## src/rtl/dma_pkg.sv

```systemverilog
// Shared definitions for the DMA transfer controller: FSM encoding and
// openMSP430 DMA byte-write-enable codes.
package dma_pkg;

    typedef enum logic [2:0] {
        ST_IDLE    = 3'd0,
        ST_RD_REQ  = 3'd1,
        ST_RD_DATA = 3'd2,
        ST_WR_REQ  = 3'd3,
        ST_WR_RESP = 3'd4,
        ST_DONE    = 3'd5,
        ST_ERR     = 3'd6
    } dma_state_t;

    localparam logic [1:0] DMA_WE_READ = 2'b00;
    localparam logic [1:0] DMA_WE_WORD = 2'b11;

endpackage

```

## src/rtl/dma_word_buf.sv

```systemverilog
// Single-word holding register between the read and write phases of a move.
// The valid flag marks that the buffer holds data from the current transfer.
module dma_word_buf #(
    parameter int DATA_W = 16
) (
    input  logic              clk,
    input  logic              rst,
    input  logic              i_clear,
    input  logic              i_load,
    input  logic [DATA_W-1:0] i_data,
    output logic [DATA_W-1:0] o_data,
    output logic              o_valid
);

    logic [DATA_W-1:0] r_data;
    logic              r_valid;

    always_ff @(posedge clk) begin
        if (rst) begin
            r_data  <= '0;
            r_valid <= 1'b0;
        end else if (i_load) begin
            r_data  <= i_data;
            r_valid <= 1'b1;
        end else if (i_clear) begin
            r_valid <= 1'b0;
        end
    end

    assign o_data  = r_data;
    assign o_valid = r_valid;

endmodule

```

## src/rtl/dma_xfer_ctrl.sv

```systemverilog
// Word-by-word memory-to-memory DMA controller driving the openMSP430 DMA
// port: one read then one write per word, with abort and sticky bus error.
module dma_xfer_ctrl
    import dma_pkg::*;
#(
    parameter int ADDR_W = 15,
    parameter int DATA_W = 16,
    parameter int CNT_W  = 16
) (
    input  logic              clk,
    input  logic              rst,
    input  logic              start,
    input  logic              abort,
    input  logic [ADDR_W-1:0] src_addr,
    input  logic [ADDR_W-1:0] dst_addr,
    input  logic [CNT_W-1:0]  count,
    input  logic              src_inc,
    input  logic              dst_inc,
    input  logic              prio,
    output logic              busy,
    output logic              done,
    output logic              error,
    output logic [CNT_W-1:0]  remaining,
    output logic [ADDR_W-1:0] dma_addr,
    output logic              dma_en,
    output logic [1:0]        dma_we,
    output logic [DATA_W-1:0] dma_din,
    output logic              dma_priority,
    input  logic [DATA_W-1:0] dma_dout,
    input  logic              dma_ready,
    input  logic              dma_resp
);

    localparam logic [CNT_W-1:0] CNT_ONE = {{(CNT_W-1){1'b0}}, 1'b1};

    dma_state_t        r_state;
    dma_state_t        w_next_state;

    logic [ADDR_W-1:0] r_src;
    logic [ADDR_W-1:0] r_dst;
    logic              r_src_inc;
    logic              r_dst_inc;
    logic              r_prio;
    logic [CNT_W-1:0]  r_remaining;
    logic              r_error;

    logic              w_start_ok;
    logic              w_word_ok;
    logic              w_dma_en;
    logic [1:0]        w_dma_we;
    logic [ADDR_W-1:0] w_dma_addr;
    logic              w_busy;
    logic              w_done;
    logic [DATA_W-1:0] w_buf_data;
    logic              w_buf_valid;

    assign w_start_ok = start && (r_state == ST_IDLE);
    assign w_word_ok  = (r_state == ST_WR_RESP) && !abort && !dma_resp;

    always_ff @(posedge clk) begin
        if (rst) begin
            r_state <= ST_IDLE;
        end else begin
            r_state <= w_next_state;
        end
    end

    // Abort outranks every other transition once a transfer is under way.
    always_comb begin
        w_next_state = r_state;
        if (abort && (r_state != ST_IDLE)) begin
            w_next_state = ST_IDLE;
        end else begin
            case (r_state)
                ST_IDLE: begin
                    if (start) begin
                        w_next_state = (count == '0) ? ST_DONE : ST_RD_REQ;
                    end
                end
                ST_RD_REQ: begin
                    if (dma_ready) w_next_state = ST_RD_DATA;
                end
                ST_RD_DATA: begin
                    w_next_state = dma_resp ? ST_ERR : ST_WR_REQ;
                end
                ST_WR_REQ: begin
                    if (dma_ready) w_next_state = ST_WR_RESP;
                end
                ST_WR_RESP: begin
                    if (dma_resp) begin
                        w_next_state = ST_ERR;
                    end else if (r_remaining == CNT_ONE) begin
                        w_next_state = ST_DONE;
                    end else begin
                        w_next_state = ST_RD_REQ;
                    end
                end
                ST_DONE:  w_next_state = ST_IDLE;
                ST_ERR:   w_next_state = ST_DONE;
                default:  w_next_state = ST_IDLE;
            endcase
        end
    end

    always_comb begin
        w_dma_en   = 1'b0;
        w_dma_we   = DMA_WE_READ;
        w_dma_addr = '0;
        w_busy     = (r_state != ST_IDLE);
        w_done     = (r_state == ST_DONE);
        case (r_state)
            ST_RD_REQ: begin
                w_dma_en   = 1'b1;
                w_dma_addr = r_src;
            end
            ST_WR_REQ: begin
                w_dma_en   = 1'b1;
                w_dma_we   = DMA_WE_WORD;
                w_dma_addr = r_dst;
            end
            default: begin
                w_dma_en = 1'b0;
            end
        endcase
    end

    // Addresses wrap naturally at ADDR_W bits.
    always_ff @(posedge clk) begin
        if (rst) begin
            r_src       <= '0;
            r_dst       <= '0;
            r_src_inc   <= 1'b0;
            r_dst_inc   <= 1'b0;
            r_prio      <= 1'b0;
            r_remaining <= '0;
            r_error     <= 1'b0;
        end else if (w_start_ok) begin
            r_src       <= src_addr;
            r_dst       <= dst_addr;
            r_src_inc   <= src_inc;
            r_dst_inc   <= dst_inc;
            r_prio      <= prio;
            r_remaining <= count;
            r_error     <= 1'b0;
        end else begin
            if (w_word_ok) begin
                r_remaining <= r_remaining - CNT_ONE;
                r_src       <= r_src + {{(ADDR_W-1){1'b0}}, r_src_inc};
                r_dst       <= r_dst + {{(ADDR_W-1){1'b0}}, r_dst_inc};
            end
            if ((r_state == ST_ERR) && !abort) begin
                r_error <= 1'b1;
            end
        end
    end

    dma_word_buf #(
        .DATA_W (DATA_W)
    ) u_word_buf (
        .clk     (clk),
        .rst     (rst),
        .i_clear (w_start_ok),
        .i_load  (r_state == ST_RD_DATA),
        .i_data  (dma_dout),
        .o_data  (w_buf_data),
        .o_valid (w_buf_valid)
    );

    assign busy         = w_busy;
    assign done         = w_done;
    assign error        = r_error;
    assign remaining    = r_remaining;
    assign dma_addr     = w_dma_addr;
    assign dma_en       = w_dma_en;
    assign dma_we       = w_dma_we;
    assign dma_din      = w_buf_valid ? w_buf_data : '0;
    assign dma_priority = r_prio;

endmodule

```

## config.mk

```make
export PLATFORM = sky130hd
export DESIGN_NAME = dma_xfer_ctrl
export DESIGN_NICKNAME = d
export VERILOG_FILES = /design/src/rtl/dma_pkg.sv /design/src/rtl/dma_word_buf.sv /design/src/rtl/dma_xfer_ctrl.sv
export SDC_FILE = /design/constraint.sdc
export NUM_CORES = 1
export LEC_CHECK = 0
export ABC_AREA = 1
export CAP_MARGIN = 20
export CORE_MARGIN = 2
export CORE_UTILIZATION = 48
export DETAILED_ROUTE_END_ITERATION = 16
export GPL_ROUTABILITY_DRIVEN = 0
export GPL_TIMING_DRIVEN = 0
export PLACE_DENSITY = 0.81
export SLEW_MARGIN = 25
export SYNTH_ARGS = -nofsm -noshare
export SYNTH_HDL_FRONTEND = slang
export SYNTH_HIERARCHICAL = 1
export SYNTH_SLANG_ARGS = --single-unit
```

## constraint.sdc

```tcl
create_clock -name clk -period 2.13 [get_ports clk]
set_clock_uncertainty 0.15 [all_clocks]
set_input_delay 0.3195 -clock clk [delete_from_list [all_inputs] [get_ports clk]]
set_output_delay 0.3195 -clock clk [all_outputs]
set_load 0.02 [all_outputs]
```

**Word-level counts from Yosys, hierarchy flattened**

Index checks and enable logic that the tools add are counted.

- Flip-flop bits (word level): 70

- Add/sub/neg operators: 3
- Eq/ne operators: 10
- Mux-type cells: 20
- Reductions and logical operators: 16

Operators by type and width:

| cell | number |
|---|---|
| two-way mux 15 bit | 4 |
| two-way mux 16 bit | 3 |
| adder 15 x 1 -> 15 bit | 2 |
| one-hot mux 15 bit (2 select lines) | 1 |
| two-way mux 3 bit | 7 |
| one-hot mux 3 bit (6 select lines) | 1 |
| == test 16 x 1 -> 1 bit (second input constant) | 1 |
| zero test 16 bit | 1 |
| subtractor 16 x 1 -> 16 bit (second input constant) | 1 |
| == test 3 bit (second input constant) | 3 |
| == test 3 x 2 -> 1 bit (second input constant) | 2 |
| != test 2 bit (second input constant) | 3 |
| OR reduction 2 bit | 3 |
| logical AND 1 bit | 5 |
| nonzero test 2 bit | 2 |
| == test 3 x 1 -> 1 bit (second input constant) | 1 |
| zero test 3 bit | 1 |
| two-way mux 1 bit | 3 |
| AND reduction 3 bit | 1 |
| nonzero test 3 bit | 1 |
| zero test 1 bit | 2 |
| two-way mux 2 bit | 1 |

**Depth between registers and ports, before layout**

Gate-level depths: netlist of the first run.

- Word-level depth: 5
- Depth in mapped cells: 11

**Cells and area by module**

The synthesis of the first run kept the hierarchy.

By module, submodules not included:

| module | instances | cells an instance | area each (um^2) | seq. area each (um^2) |
|---|---|---|---|---|
| dma_xfer_ctrl | 1 | 612 | 3,753.6 | 1,061.0 |
| dma_word_buf | 1 | 73 | 588.1 | 340.3 |

**Worst setup path before layout of the first run**

OpenSTA, ideal clock, no wires.

- Path type: flip-flop to output port
- From: register r_state[0]
- To: output port dma_addr[10]
- Arrival time: 1.538 ns
- Slack: 0.123 ns
- Stages on the path, launching flop included: 6
- Buffers on the path: 1
- Path through: dfxtp_1 > inv_1 > nor2_2 > nand2_1 > clkbuf_1 > o22ai_1

- Cells in the longest elaborated chain, start to end: 2

Ends and longest elaborated chain:

| item | line | source |
|---|---|---|
| start: declaration | dma_xfer_ctrl.sv:36 | `dma_state_t r_state;` |
| start signal: assignment | dma_xfer_ctrl.sv:64 | `r_state <= w_next_state;` |
| == test 3 x 2 -> 1 bit or == test 3 x 1 -> 1 bit (tied branches) | dma_xfer_ctrl.sv:111 | `case (r_state)` |
| one-hot mux 15 bit (2 select lines) * | dma_xfer_ctrl.sv:111 |  |
| end: declaration | dma_xfer_ctrl.sv:24 | `output logic [ADDR_W-1:0] dma_addr,` |

Mark *: on every way between the ends. The rest lies on a longest branch, timed or not.

**Worst setup path after layout of the first run**

- From: register r_state[0]
- To: output port dma_addr[3]

Same word-level chain as after synthesis.

==> results.toml, run 1 <==
[placed_design]
dp_hpwl_mm = 10.57
dp.cells = 917
io_buffers = 124
pre_cts_slack_ns = -0.5036

[routing]
drt_iter0_markers = 347
ant_nets = 0
vias_per_cell = 5.484
finalWirelength_mm = 14.32
drc = 0
dr.pass1.iters = 5
num_vias = 5122
wl_per_cell_um = 15.33

[sta]
rsz0062_at_grt = "true"
fin_crit_sh_pct = 99.59
whs_ns = 0.3218
hold_violations = 0
slew_headroom_pct = 54.21
setup-violations-final = 0
finalCriticalPeriod_ns = 2.121
timing.final.ws_setup_ns = 0.008727
fmax_ghz = 0.4714
worst_slew_pin_slew_ns = 0.6869
finalMaxSlewViolations = 0

[clock_network]
h-tree-depth = 3
cts_root_buffer = "clkbuf_8"
clock_sinks = 70
numCtsBuffers = 9
ctsHoldBuffers = 0
cts_tree = "yes"
clk_pin_slew_ns = 0.07
clk_latency_ns = 0.35
cts_buffer_depth = 2

[finish]
final_core_util_pct = 67.93
ff_latch_area_um2 = 1408
finalNonFillerCells = 934
syn2layout_area_growth_pct = 37.12
antennaDiodeCount = 0
multi_input_area_um2 = 2426
layout-drive-gt1-share_pct = 10.90
filler_cell_count = 783
finalNetCount = 898

[logic_synthesis]
synth_largest_area_cell = "dfxtp_1"
ys_ff_latch = 70
avgSynthCellArea_um2 = 6.338
synth.distinct_cells = 36
synth-seq-area-share_pct = 32.28
syn-cell-area_um2 = 4342
synth_cells = 685
synth_nets = 762
synth_top_area_share_pct = 32.28
ys.warnings.count = 6
synthTopCellsByArea = "dfxtp_1 (32%), nand2_1 (15%), nor2_1 (7.7%)"

[worst_setup_path]
crit_type = "flip-flop to primary output"
arrival_ns = 1.65
cp_data_required_time_ns = 1.66
critPathLaunchType = "flip-flop"
cp_max_fo = 10
cp-end-kind = "primary output"
rrSetupSlack_ns = 0.18

[power]
p_leak_nw = 2.688
peakVddDrop_uv = 534.0
power.density_nw_per_um2 = 983.4

[hold_path]
min-delay-path-class = "flip-flop to flip-flop"

[global_routing]
grt_max_degree = 12
antenna_found_initial = 0
grtUsageMet3_pct = 6.535
use_met1_pct = 36.31
grt.overflow.total = 0
grtUsageTotal_pct = 29.37
top_usage_layer = "met2"
grt_pass1_vias = 5008
use_met2_pct = 49.27
grt_pass1_wl_mm = 23.37

[floorplanning]
design.core.area_um2 = 8763
rows = 34
die_w_um = 99.11
floorplan.initialDensity_pct = 49.54
die_h_um = 99.11
die-area_um2 = 9822
pin_count = 125

[run_status]
outcome = "finished clean"

[flow_run]
drv_cap = 0
-- sequential cells by signal (all words and copies together), names as in the netlist --
register,flops
r_state,3
u_word_buf/o_valid,1
r_src,15
error,1
r_dst,15
remaining,16
u_word_buf/o_data,16
r_dst_inc,1
r_src_inc,1
dma_priority,1
-- where the power goes --
part / switching [mW] / internal, mW / leakage (nW) / total (mW)
registers: 0.281 / 1.61 / 0.575 / 1.89
clock network: 0.522 / 0.755 / 0.120 / 1.28
logic: 1.66 / 1.02 / 1.99 / 2.68
total: 2.47 / 3.39 / 2.69 / 5.85
-- path summary, 6_finish.rpt --
| check | start | to | cells after the start |
|---|---|---|---|
| worst min-delay path | r_dst_inc | r_dst_inc | 2 |
| worst min register to register | r_dst_inc | r_dst_inc | 2 |
| worst max-delay path | r_state[0] | dma_addr[3] | 6 |
| worst max register to register | r_src[0] | r_src[14] | 10 |
-- critical path, stage by stage (launching register included) --
cell and delay (ns):
dfxtp_2 0.37, inv_2 0.08, nor2_4 0.11, nand2_1 0.15, buf_6 0.20, o22ai_1 0.21, buf_4 0.18
-- synth_stat cells, drive strengths merged --
cell     count
o22ai       11
xor2        14
dfxtp       70
a2bb2oi      1
o21ai       60
nor3        13
or2          2
nor2        94
nand4        9
a211oi       4
ha           6
nand2      182
buf         19
inv         95
nand3b       1
a21oi       33
a31oi       12
clkbuf       8
nand3       44
xnor2        1
nor3b        1
o211ai       5
-- area by class of cell --
| class | instances | area share, % |
|---|---|---|
| plain buffers | 26 | 3.279 |
| clock buffers | 13 | 2.837 |
| clock inverters | 3 | 1.093 |
| inverters | 95 | 6.074 |
| multi-input cells | 493 | 40.75 |
| flip-flops and latches | 70 | 23.64 |
| well taps | 108 | 2.270 |
| repair buffers | 126 | 20.05 |
-- per-layer routing --
layer / share of wire, % / vias to the layer above / wire length [um]
met5: 0 / - / 0
met4: 2.7 / 0 / 386
met3: 9.1 / 39 / 1298
met2: 47 / 273 / 6744
met1: 41 / 2342 / 5889
li1: - / 2468 / -
-- kinds of logic (layout without fill, tap and decap cells) --
group / after synthesis / after routing / synth area share (%)
simple gates: 346 / 346 / 34.09
compound gates: 126 / 126 / 16.31
buf+inv: 122 / 263 / 12.56
flops: 70 / 70 / 32.28
xor+xnor: 15 / 15 / 3.026
fa+ha+maj: 6 / 6 / 1.729
-- placed cells by master, fill, tap and decap left out, types with 3 or more instances in the layout --
cell and n:
a211oi_2 3, a21oi_1 32, a31oi_1 12, buf_2 6, buf_4 19, buf_6 9, clkbuf_1 5, clkbuf_2 5
clkbuf_8 12, clkdlybuf4s50_1 94, dfxtp_1 67, dlygate4sd2_1 13, ha_1 6, inv_1 85, inv_2 8, nand2_1 179
nand3_1 44, nand4_1 8, nor2_1 88, nor2_2 4, nor3_1 11, o211ai_1 5, o21ai_0 41, o21ai_1 18
o22ai_1 8, o22ai_2 3, xor2_1 14
-- per-stage QoR --
step | total power, mW | area (um^2) | TNS [ns]
after floorplan | 3.588 | 4342 | 0
after global placement | 4.417 | 5718 | -6.159
after detailed placement | 4.495 | 5718 | -6.369
after CTS | 5.779 | 5929 | 0
after global routing | 6.221 | 5953 | -0.1228
final | 5.854 | 5953 | 0
-- timing repair --
item,in CTS,in global routing
endpoints found under the setup margin,35,19
resized for setup,84,26
setup buffers,2,0
gates cloned,0,0
pin swaps,2,0
No activity file was read; power rests on OpenSTA's default activity.
==> inputs of run 2 (changes only) <==
--- a/config.mk
+++ b/config.mk
@@ -6,7 +6,6 @@
 export NUM_CORES = 1
 export LEC_CHECK = 0
 export ABC_AREA = 1
-export CAP_MARGIN = 20
 export CORE_MARGIN = 2
 export CORE_UTILIZATION = 48
 export DETAILED_ROUTE_END_ITERATION = 16
==> results of run 2 <==
Same layout as run 1: the final DEF is identical, and so are final timing and power.
==> inputs of run 3 (changes only) <==
--- a/config.mk
+++ b/config.mk
@@ -6,12 +6,13 @@
 export NUM_CORES = 1
 export LEC_CHECK = 0
 export ABC_AREA = 1
+export ABC_CLOCK_PERIOD_IN_PS = 2130
 export CORE_MARGIN = 2
 export CORE_UTILIZATION = 48
 export DETAILED_ROUTE_END_ITERATION = 16
 export GPL_ROUTABILITY_DRIVEN = 0
-export GPL_TIMING_DRIVEN = 0
 export PLACE_DENSITY = 0.81
+export SKIP_CTS_REPAIR_TIMING = 1
 export SLEW_MARGIN = 25
 export SYNTH_ARGS = -nofsm -noshare
 export SYNTH_HDL_FRONTEND = slang
==> run 3 against run 2 <==
Effect of this change:
- global-route usage is 2.3 points lower
- power down 2.9%
- worst hold slack better by 0.0047 ns
- die area unchanged
- first-iteration DRC count shrank 5.2%
==> results.toml, run 3 (synthesis results as in run 1) <==
[run_status]
outcome = "finished clean"

[placed_design]
io_buffers = 124
dp_hpwl_mm = 9.971

[floorplanning]
rows = 34
floorplan.initialDensity_pct = 49.54
die_h_um = 99.11
die-area_um2 = 9822
design.core.area_um2 = 8763
die_w_um = 99.11
pin_count = 125

[worst_setup_path]
worstRegToRegCells = 10
arrival_ns = 1.59
slowest_delay_ns = 0.35
crit_family = "buffers and inverters"
r2r_end = "r_dst[11]"
cp_max_fo = 11
crit_chain = "inv_1, nor2_2, nand2_2, buf_4, o22ai_1, buf_4"
crit_buf_inv = 3
rr_startpoint = "r_state[1]"
critPathLaunchType = "flip-flop"
crit_type = "flip-flop to primary output"
cp_data_required_time_ns = 1.66
cp-end-kind = "primary output"
crit_slowest_cell = "dfxtp_1"
rrSetupSlack_ns = 0.22
path_common_cell = "buf_4"

[finish]
syn2layout_area_growth_pct = 37.69
final_common_cell = "nand2_1"
finalNetCount = 895
layout-drive-gt1-share_pct = 9.478
antennaDiodeCount = 0
filler_cell_count = 782
final_cell_mix = "nand2_1 (178), clkdlybuf4s50_1 (98), nor2_1 (89)"

[routing]
vias_per_cell = 5.301
num_vias = 4935
dr.pass1.iters = 5
ant_nets = 0
drc = 0
finalWirelength_mm = 13.28
wl_per_cell_um = 14.27
drt_iter0_markers = 329

[hold_path]
holdPathStages = 2
hold_start = "dma_priority"
min-delay-path-class = "flip-flop to flip-flop"
hold-path-endpoint = "dma_priority"

[sta]
finalMaxSlewViolations = 0
fmax_ghz = 0.4853
whs_ns = 0.3265
setup-violations-final = 0
slew_headroom_pct = 68.20
worst_slew_pin_slew_ns = 0.4734
fin_crit_sh_pct = 96.74
finalCriticalPeriod_ns = 2.061
hold_violations = 0

[clock_network]
cts_tree = "yes"
cts_buffer_depth = 2
clk_pin_slew_ns = 0.08
clock_sinks = 70
clk_latency_ns = 0.35
numCtsBuffers = 9
cts_root_buffer = "clkbuf_8"
h-tree-depth = 3

[global_routing]
grtUsageTotal_pct = 27.03
grt.overflow.total = 0
grt_pass1_wl_mm = 21.87
grt_pass1_vias = 4760
grt_max_degree = 43
antenna_found_initial = 0

[power]
p_leak_nw = 2.861
peakVddDrop_uv = 470.5
power.density_nw_per_um2 = 950.8
design_power_total_mw = 5.684

[flow_run]
drv_cap = 0
run 3: report_power, final:
| group | total (mW) | switching (mW) | internal [mW] |
|---|---|---|---|
| Clock | 1.21 | 0.521 | 0.687 |
| Combinational | 2.61 | 1.61 | 1.00 |
| Sequential | 1.86 | 0.256 | 1.60 |
| Total | 5.68 | 2.39 | 3.29 |
run 3: final cells by class:
type	instances	area [um^2]	share of cell area, %
Inverter	95	361.6	6.049
Timing Repair Buffer	149	1449	24.24
Multi-Input combinational cell	493	2409	40.29
Clock inverter	6	85.08	1.423
Clock buffer	10	137.6	2.302
Tap cell	108	135.1	2.260
Sequential cell	70	1401	23.44
run 3: per-stage QoR:
step / cells / setup slack, ns / setup TNS, ns / utilization [%] / area, um^2
final: 931 / 0.06934 / 0 / 68.22 / 5978
after global routing: 931 / -0.002439 / -0.002979 / 68.22 / 5978
after CTS: 931 / -0.3915 / -5.296 / 68.12 / 5969
after detailed placement: 915 / -0.0007869 / -0.0007869 / 65.58 / 5747
after global placement: 915 / 0.09178 / 0 / 65.58 / 5747
after floorplan: 685 / 0.1229 / 0 / - / 4342
run 3: worst max-delay path by stage:
| stage | startpoint | end | slack (ns) | cells past startpoint |
|---|---|---|---|---|
| final | r_state[0] | dma_addr[5] | 0.07 | 6 |
| after global routing | u_word_buf/o_valid | dma_din[15] | -0.002 | 4 |
| after CTS | r_state[0] | dma_addr[6] | -0.39 | 6 |
| after detailed placement | r_state[0] | dma_addr[6] | -0.0008 | 6 |
| after global placement | r_state[0] | dma_addr[12] | 0.09 | 6 |
| after floorplan | r_state[0] | dma_addr[10] | 0.12 | 5 |
run 3: per-layer routing:
metal	vias up	GRT usage, %	routed length [um]
li1	2455	-	-
met1	2223	34.03	5654
met2	230	46.05	6223
met3	27	5.060	1104
met4	0	10.12	298
met5	-	0	0
run 3: worst reg2reg max path, cell delays in order (launching register included):
cell     delay (ns)
dfxtp_1        0.32
buf_4          0.14
nor2_4         0.17
nand2_4        0.11
inv_4          0.09
nand2_8        0.10
inv_4          0.37
nand2_1        0.13
o21ai_1        0.14
a21oi_1        0.07
nor2_1         0.08
==> RTL change, RTL diff (settings of run 3) <==
Re-encode `dma_state_t` (7 states) as Gray code, 3 bits wide.
--- a/src/rtl/dma_pkg.sv
+++ b/src/rtl/dma_pkg.sv
@@ -3,13 +3,13 @@
 package dma_pkg;
 
     typedef enum logic [2:0] {
-        ST_IDLE    = 3'd0,
-        ST_RD_REQ  = 3'd1,
-        ST_RD_DATA = 3'd2,
-        ST_WR_REQ  = 3'd3,
-        ST_WR_RESP = 3'd4,
-        ST_DONE    = 3'd5,
-        ST_ERR     = 3'd6
+        ST_IDLE    = 3'b000,
+        ST_RD_REQ  = 3'b001,
+        ST_RD_DATA = 3'b011,
+        ST_WR_REQ  = 3'b010,
+        ST_WR_RESP = 3'b110,
+        ST_DONE    = 3'b111,
+        ST_ERR     = 3'b101
     } dma_state_t;
 
     localparam logic [1:0] DMA_WE_READ = 2'b00;
Function: same outputs for any inputs over 10 cycles, from zero or initial values and one cycle with rst high; not proved beyond that.
==> RTL change against run 3 <==
Utilization rose by 1.9 points; worst setup slack got worse by 0.015 ns; area after synthesis is 6.0% lower; largest power group unchanged; largest cell class unchanged; critical path depth unchanged; total power down 0.47%; routed wire length shrank 3.8%; final area is 3.6% lower; sequential cell count is the same.
==> RTL change: results (changes against run 3) <==
CRIT_FANOUT=12  # +1
NUMSEQUENTIALCELLS=70  # unchanged
USE_MET2_PCT=45.5  # -0.51 points
SYNTH.TOP_CELLS.BY_AREA='sky130_fd_sc_hd__dfxtp_1 (34%), sky130_fd_sc_hd__nand2_1 (12%), sky130_fd_sc_hd__nor2_1 (9.0%)'
PLACEMENT.CELL_AREA_MM2=0.00552  # -3.9%
SYNTH.YOSYS.SEQ_AREA_SHARE_PCT=34.3  # +2.0 points
WORST_EP_ARRIVAL_TIME_NS=1.61  # +0.02 ns
DRT_WL_TOTAL_UM=12800  # -3.8%
CRIT_PATH_START='r_state[1]'
TOTAL_LEAKAGE_POWER_nW=2.84  # -0.88%
N_MULTI_INPUT_COMBINATIONAL_CELL=454  # -7.9%
MET1_LENGTH_UM=5420  # -4.1%
DETAILEDPLACEMENTHPWL_UM=9260  # -7.1%
SYNTH_AREA_PER_CELL_UM2=6.36  # +0.33%
DETAILROUTE.WIRELENGTH.MET2_UM=6060  # -2.7%
DRT_ITER0_DRC=288  # -12%
OUTCOME='complete, no violations'
MAX_SLEW.WORST_PIN.SLEW_NS=0.489  # +0.0154 ns
SETUP.WORST_PATH.END='dma_addr[7]'
MULTI_INPUT_AREA_MM2=0.00222  # -7.9%
FINAL_NETS=849  # -5.1%
VIAS_IN_THE_FIRST_GLOBAL_ROUTE=4506  # -5.3%
SYNTHDISTINCTLIBCELLS=32  # -11%
MET3_WIRE_LENGTH_UM=1010  # -8.9%
FILLERINSTANCES=690  # -12%
GRT_PASS1_WL_UM=20000  # -8.3%
SEQ-CELL-SHARE_PCT=24.3  # +0.88 points
WORST-R2R-CELL-COUNT=11  # +1
WORST_HOLD_SLACK_NS=0.320  # -0.00611 ns
GRT_MAX_DEGREE=48  # +12%
GRT_USE_MET3_PCT=5.56  # +0.50 points
REG2REG_TO='r_src[12]'
REG_TO_REG_STARTPOINT='r_src[0]'
SYNTH_NETS=719  # -5.6%
FINAL.SIGNAL_BUFFER_COUNT=146  # -2.0%
GROUTE.USAGE.OVERALL_PCT=27.5  # +0.46 points
REGTOREGSETUPSLACK_NS=0.16  # -0.06 ns
PLACEMENT.SETUP.WORST_SLACK_NS=-0.0183  # -0.0175 ns
PLACED_CELLS_INCL_TAPS=866  # -5.4%
[RTL change: cell count changes after synthesis, sizes merged, moves of 5 or more]
cell,before,now
nand3,44,34
buf,19,14
o21bai,0,7
nand4,9,3
nand2,182,134
a21oi,33,38
clkbuf,8,13
[RTL change: cells by family (layout without fill, tap and decap cells)]
| logic type | Yosys count | in the layout | synth area share (%) |
|---|---|---|---|
| and+or+nand+nor | 285 | 285 | 28.2 |
| xor gates and xnor gates | 18 | 18 | 3.86 |
| AOI/OAI and AO/OA | 145 | 145 | 20.1 |
| DFF | 70 | 70 | 34.3 |
| buffers and inverters | 118 | 252 | 11.7 |
| adders and majority gates | 6 | 6 | 1.84 |
[RTL change: report_power, final]
| part | total, mW | leakage, nW | internal (mW) | switching (mW) |
|---|---|---|---|---|
| Sequential | 1.79 | 0.572 | 1.57 | 0.226 |
| Combinational | 2.49 | 2.14 | 0.966 | 1.52 |
| Clock | 1.38 | 0.129 | 0.868 | 0.508 |
| Total | 5.66 | 2.84 | 3.40 | 2.26 |
